**src/rtl/decod_scan_pkg.sv**
```systemverilog
`default_nettype none
// ============================================================================
// Module   : decod_pkg
// Brief    : Shared state encoding, mode constants and one-hot helper for
//            the decod_scan registered decoder.
// Revision : 1.0
// ============================================================================
package decod_pkg;

    typedef enum logic [1:0] {
        OFF    = 2'd0,
        MANUAL = 2'd1,
        SCAN   = 2'd2
    } state_e;

    localparam logic MODE_MANUAL = 1'b0;
    localparam logic MODE_SCAN   = 1'b1;

    localparam int MAX_SEL_W = 6;

    // Widest supported decode; callers truncate to their own line count.
    function automatic logic [63:0] onehot(input logic [MAX_SEL_W-1:0] idx);
        onehot = 64'd1 << idx;
    endfunction

endpackage
`default_nettype wire

```
**src/rtl/decod_scan_if.sv**
```systemverilog
`default_nettype none
// ============================================================================
// Module   : decod_scan_if
// Brief    : Control and select-line bundle between a controller and the
//            decod_scan decoder.
// Revision : 1.0
// ============================================================================
interface decod_scan_if #(
    parameter int SEL_W = 3,
    parameter int DIV_W = 16
);
    import decod_pkg::*;

    logic                  en;
    logic                  mode;
    logic [SEL_W-1:0]      sel;
    logic [DIV_W-1:0]      div;
    logic [(2**SEL_W)-1:0] y;
    logic [SEL_W-1:0]      idx;
    logic                  wrap;

    modport master (
        output en, mode, sel, div,
        input  y, idx, wrap
    );

    modport slave (
        input  en, mode, sel, div,
        output y, idx, wrap
    );

endinterface
`default_nettype wire

```
**src/rtl/decod_scan_prescaler.sv**
```systemverilog
`default_nettype none
// ============================================================================
// Module   : decod_prescaler
// Brief    : Scan-rate counter; ticks whenever the count has reached div.
// Revision : 1.0
// ============================================================================
module decod_prescaler
    import decod_pkg::*;
#(
    parameter int DIV_W = 16
) (
    input  wire logic             clk,
    input  wire logic             rst,
    input  wire logic             i_clr,
    input  wire logic             i_en,
    input  wire logic [DIV_W-1:0] i_div,
    output logic                  o_tick
);

    logic [DIV_W-1:0] r_cnt;

    // ">=" so that shrinking div below the live count fires at once.
    assign o_tick = (r_cnt >= i_div);

    always_ff @(posedge clk) begin
        if (rst || i_clr) begin
            r_cnt <= '0;
        end else if (i_en) begin
            if (o_tick) begin
                r_cnt <= '0;
            end else begin
                r_cnt <= r_cnt + 1'b1;
            end
        end
    end

endmodule
`default_nettype wire

```
**src/rtl/decod_scan.sv**
```systemverilog
`default_nettype none
// ============================================================================
// Module   : decod_scan
// Brief    : Registered one-hot decoder with enable, manual select and
//            prescaled auto-scan.
// Revision : 1.0
// ============================================================================
module decod_scan
    import decod_pkg::*;
#(
    parameter int SEL_W      = 3,
    parameter int DIV_W      = 16,
    parameter int ACTIVE_LOW = 0
) (
    input  wire logic   clk,
    input  wire logic   rst,
    decod_scan_if.slave bus
);

    localparam int N = 2**SEL_W;

    localparam logic [1:0] c_ST_OFF    = OFF;
    localparam logic [1:0] c_ST_MANUAL = MANUAL;
    localparam logic [1:0] c_ST_SCAN   = SCAN;

    localparam logic [N-1:0] c_Y_IDLE = (ACTIVE_LOW != 0) ? {N{1'b1}} : {N{1'b0}};

    logic [1:0]       r_state;
    logic [SEL_W-1:0] r_idx;
    logic [N-1:0]     r_y;
    logic             r_wrap;

    logic [1:0]       w_nstate;
    logic [SEL_W-1:0] w_idx_next;
    logic [N-1:0]     w_onehot;
    logic             w_scan_entry;
    logic             w_scan_run;
    logic             w_tick;
    logic             w_adv;

    always_comb begin
        w_nstate = c_ST_OFF;
        if (bus.en) begin
            w_nstate = (bus.mode == MODE_SCAN) ? c_ST_SCAN : c_ST_MANUAL;
        end
    end

    // Entering scan restarts the step period but keeps the current index.
    assign w_scan_entry = (w_nstate == c_ST_SCAN) && (r_state != c_ST_SCAN);
    assign w_scan_run   = (w_nstate == c_ST_SCAN) && (r_state == c_ST_SCAN);
    assign w_adv        = w_scan_run && w_tick;

    decod_prescaler #(
        .DIV_W (DIV_W)
    ) u_prescaler (
        .clk    (clk),
        .rst    (rst),
        .i_clr  (w_scan_entry || (w_nstate == c_ST_MANUAL)),
        .i_en   (w_scan_run),
        .i_div  (bus.div),
        .o_tick (w_tick)
    );

    always_comb begin
        w_idx_next = r_idx;
        case (w_nstate)
            c_ST_MANUAL: w_idx_next = bus.sel;
            c_ST_SCAN:   w_idx_next = w_adv ? r_idx + 1'b1 : r_idx;
            default:     w_idx_next = r_idx;
        endcase
    end

    // Decode the next index so y and idx change on the same edge.
    assign w_onehot = N'(onehot(MAX_SEL_W'(w_idx_next)));

    always_ff @(posedge clk) begin
        if (rst) begin
            r_state <= c_ST_OFF;
            r_idx   <= '0;
            r_wrap  <= 1'b0;
            r_y     <= c_Y_IDLE;
        end else begin
            r_state <= w_nstate;
            r_idx   <= w_idx_next;
            r_wrap  <= w_adv && (r_idx == {SEL_W{1'b1}});
            r_y     <= (w_nstate == c_ST_OFF) ? c_Y_IDLE : (w_onehot ^ c_Y_IDLE);
        end
    end

    assign bus.y    = r_y;
    assign bus.idx  = r_idx;
    assign bus.wrap = r_wrap;

endmodule
`default_nettype wire
```
**src/flat_wrapper.sv**
```systemverilog
// flat-port wrapper written by rule: the top's interface ports become plain ports
module decod_scan_flat import decod_pkg::*;
#(
    parameter int SEL_W      = 3,
    parameter int DIV_W      = 16,
    parameter int ACTIVE_LOW = 0
)
  (clk, rst, bus_en, bus_mode, bus_sel, bus_div, bus_y, bus_idx, bus_wrap);
  decod_scan_if #(.SEL_W(SEL_W), .DIV_W(DIV_W)) bus_i ();
  input  wire logic clk;
  input  wire logic rst;
  input wire logic [$bits(bus_i.en)-1:0] bus_en;
  input wire logic [$bits(bus_i.mode)-1:0] bus_mode;
  input wire logic [$bits(bus_i.sel)-1:0] bus_sel;
  input wire logic [$bits(bus_i.div)-1:0] bus_div;
  output wire logic [$bits(bus_i.y)-1:0] bus_y;
  output wire logic [$bits(bus_i.idx)-1:0] bus_idx;
  output wire logic [$bits(bus_i.wrap)-1:0] bus_wrap;
  assign bus_i.en = bus_en;
  assign bus_i.mode = bus_mode;
  assign bus_i.sel = bus_sel;
  assign bus_i.div = bus_div;
  assign bus_y = bus_i.y;
  assign bus_idx = bus_i.idx;
  assign bus_wrap = bus_i.wrap;
  decod_scan #(.SEL_W(SEL_W), .DIV_W(DIV_W), .ACTIVE_LOW(ACTIVE_LOW)) u_core (.clk(clk), .rst(rst), .bus(bus_i));
endmodule
```
**config.mk**
```make
export PLATFORM = sky130hd
export DESIGN_NAME = decod_scan_flat
export DESIGN_NICKNAME = d
export VERILOG_FILES = /design/src/rtl/decod_scan_pkg.sv /design/src/rtl/decod_scan_if.sv /design/src/rtl/decod_scan_prescaler.sv /design/src/rtl/decod_scan.sv /design/src/flat_wrapper.sv
export SDC_FILE = /design/constraint.sdc
export NUM_CORES = 1
export LEC_CHECK = 0
export ABC_AREA = 1
export CAP_MARGIN = 10
export CORE_ASPECT_RATIO = 1.25
export CORE_UTILIZATION = 60
export CTS_BUF_LIST = sky130_fd_sc_hd__clkbuf_4 sky130_fd_sc_hd__clkbuf_8
export CTS_CLUSTER_SIZE = 8
export DETAILED_ROUTE_END_ITERATION = 7
export DONT_BUFFER_PORTS = 1
export PLACE_DENSITY_LB_ADDON = 0.2
export SLEW_MARGIN = 5
export SYNTH_ARGS = -nofsm -noshare
export SYNTH_HDL_FRONTEND = slang
export SYNTH_HIERARCHICAL = 1
export SYNTH_SLANG_ARGS = --single-unit
export TNS_END_PERCENT = 100
```
**constraint.sdc**
```tcl
create_clock -name clk -period 3.7 [get_ports clk]
set_input_delay 0.74 -clock clk [delete_from_list [all_inputs] [get_ports clk]]
set_output_delay 0.74 -clock clk [all_outputs]
set_load 0.005 [all_outputs]
```
==> reports/results.ini <==
[cts]
post_cts_buffers=0
cts_tree=built
h-tree-depth=2
hold_buffers=0
clk_latency_ps=330
cts_num_sinks=30
post_cts_resized=0
cts.clk_slew.worst_paths_ps=100
clock_path_buffers=2
root_buffer=clkbuf_4
cts_buffers=5

[placement]
io_buffers=0
place_inst=285
place_congestion=0.7967
dp_hpwl_mm=2.501

[setup_path]
crit_path_start=bus_div[11]
path_class=primary input to register
r2r-start=u_core/u_prescaler/r_cnt[0]$_SDFFE_PP0P_
startpoint_type=primary input
cp_max_fo=6
cp.arrival_ps=2240
cp-end-kind=register
critPathRequiredTime_ps=3970

[route]
drt-met1-wl_mm=1.310
routed_via_density=5.075
drt-total-wl_mm=3.074
drc_errors=0
drtPass1Iterations=4
top_layer_used=met4
drtIter0Drc=21
wl_met3_um=123
wl_per_cell_um=10.49
drtAntennaViolNets=0
vias=1487
wl_met2_mm=1.603

[logic_synthesis]
ys_ff_latch=30
async_reset_ff_frac=0
yosysSeqAreaShare=0.3250
yosys.area.top_type_share=0.3250
yosysMostFrequentCell=nand2_1
ys_types=30
netlist_area_um2=1848
yosys_warnings=6
yosys.area.top_type=dfxtp_1
avgSynthCellArea_um2=7.392
syn_inst=250
synth_edf_count=0
synth.net_count=292
synth_ff_type=dfxtp_1
synth_area_leaders=dfxtp_1 32%, ha_1 13%, nand2_1 11%, inv_1 7.9%, nor2_1 6.3%
synthTopCellsByCount=54 x nand2_1, 39 x inv_1, 31 x nor2_1

[pwr]
p_leak_nw=0.8860
peakVddDrop_uv=232.9
power_density_nw_per_um2=295.5

[hold_path]
hold_start=rst
hold_class=primary input to register

[floorplanning]
start_util=0.6274
die-area_um2=3308
dieWidth_um=51.64
fp.coreArea_um2=2945
ios=35
die_y_um=64.05
rows=22

[global_route]
grt_pass1_vias=1455
track_usage=0.2241
antenna_found_initial=0
gr-total-overflow=0
grt_pass1_wl_mm=5.554
grt_start_max_net_pins=16

[final_layout]
drive_gt1_frac=0.1518
nFillCells=280
fin_cells=293
nNetsFinal=298
syn2layout_area_growth_pct=4.807
antenna_cells=0

[status]
outcome=finished clean

[sta]
post-route-period-util=0.5316
final.min_clock_period_ps=1967
worstMarginPinSlew_ps=285.5
setup_violations=0
hold_violations=0
fmax_mhz=508.4
relSlewSlack=0.8082
rsz0062_at_grt=no
slew_violations=0
finClkSkew_ps=13.81
setup_tns_ps=0

[flow_run]
maxCapViolations=0

-- metrics by stage --
| stage | setup slack, ps | hold slack (ps) | power, W | utilization | area, um^2 |
|---|---|---|---|---|---|
| global placement | 1389 | 537.7 | 0.0003862 | 0.6376 | 1878 |
| detailed placement | 1368 | 542.2 | 0.0003869 | 0.6376 | 1878 |
| global route | 1505 | 441.4 | 0.0006031 | 0.6576 | 1937 |
| CTS | 1721 | 450.8 | 0.0005833 | 0.6576 | 1937 |
| finish | 1733 | 466.5 | 0.0005723 | 0.6576 | 1937 |
| floorplan | 1584 | 511.6 | 0.0003797 | - | 1848 |
-- final timing paths --
path,endpoint,depth (start not counted),slack [ps]
worst max-delay path,u_core/bus.y[7]$_SDFF_PP0_,11,1730
worst min-delay path,u_core/r_state[1]$_SDFF_PP0_,1,470
worst max register to register,u_core/bus.y[7]$_SDFF_PP0_,15,1770
worst min register to register,u_core/u_prescaler/r_cnt[15]$_SDFFE_PP0P_,4,560
-- state kept, by name (all words and copies together) (netlist names) --
| name | flops |
|---|---|
| u_core/u_prescaler/r_cnt | 16 |
| u_core/bus.y | 8 |
| u_core/bus.idx | 3 |
| u_core/r_state | 2 |
| u_core/bus.wrap | 1 |
-- worst max-delay path: stages --
cell,delay [ps]
inv_1,20
ha_1,310
a21oi_1,140
o21ai_0,110
a21oi_2,150
nand2_2,140
a31oi_1,300
nand2_1,90
nand2_1,90
nand2_1,70
nor2_1,80
-- power breakdown --
group | internal [W] | switching [W] | total (W)
Sequential | 0.000327 | 0.00000381 | 0.000331
Combinational | 0.0000163 | 0.0000314 | 0.0000477
Clock | 0.0000737 | 0.000120 | 0.000194
Total | 0.000417 | 0.000155 | 0.000572
-- cell type report --
| type | instances | area (um^2) | share of cell area |
|---|---|---|---|
| clock buffer | 5 | 37.54 | 0.01938 |
| tap | 36 | 45.04 | 0.02326 |
| sequential | 30 | 600.6 | 0.3101 |
| clock inverter | 3 | 21.27 | 0.01098 |
| multi-input combinational | 176 | 1067 | 0.5510 |
| inverter | 42 | 157.7 | 0.08140 |
| timing repair buffer | 1 | 7.507 | 0.003876 |
-- routing by layer --
layer / vias to the layer above / track usage
met1: 656 / 0.2189
li1: 795 / -
met3: 6 / 0.05714
met5: - / 0
met2: 30 / 0.4221
met4: 0 / 0.1014
-- cells in the final DEF (no fill, tap or decap), types with 2 or more instances in the layout --
cell and instances:
xor2_1 7, nor2_1 31, nand2_2 4, o21ai_0 5, nor2_2 11, nor3_1 5, ha_1 19, dfxtp_1 30
a21oi_2 3, inv_2 3, nand3_4 2, inv_1 39, clkbuf_4 5, nand2_1 54, nand4_1 4, nor2_4 2
a31oi_1 2, a21oi_1 8, nand3_1 8
-- cells by family (layout without fill, tap and decap cells) --
group                      count (synthesis)  count (layout)  share of synthesized area
AOI/OAI and AO/OA                         21              21                    0.06635
xor gates and xnor gates                   8               8                    0.03792
adders and majority gates                 19              19                     0.1286
buffers and inverters                     44              51                    0.09749
DFF                                       30              30                     0.3250
muxes                                      1               1                   0.005417
and+or+nand+nor                          127             127                     0.3392
No activity file was read; power rests on OpenSTA's default activity.
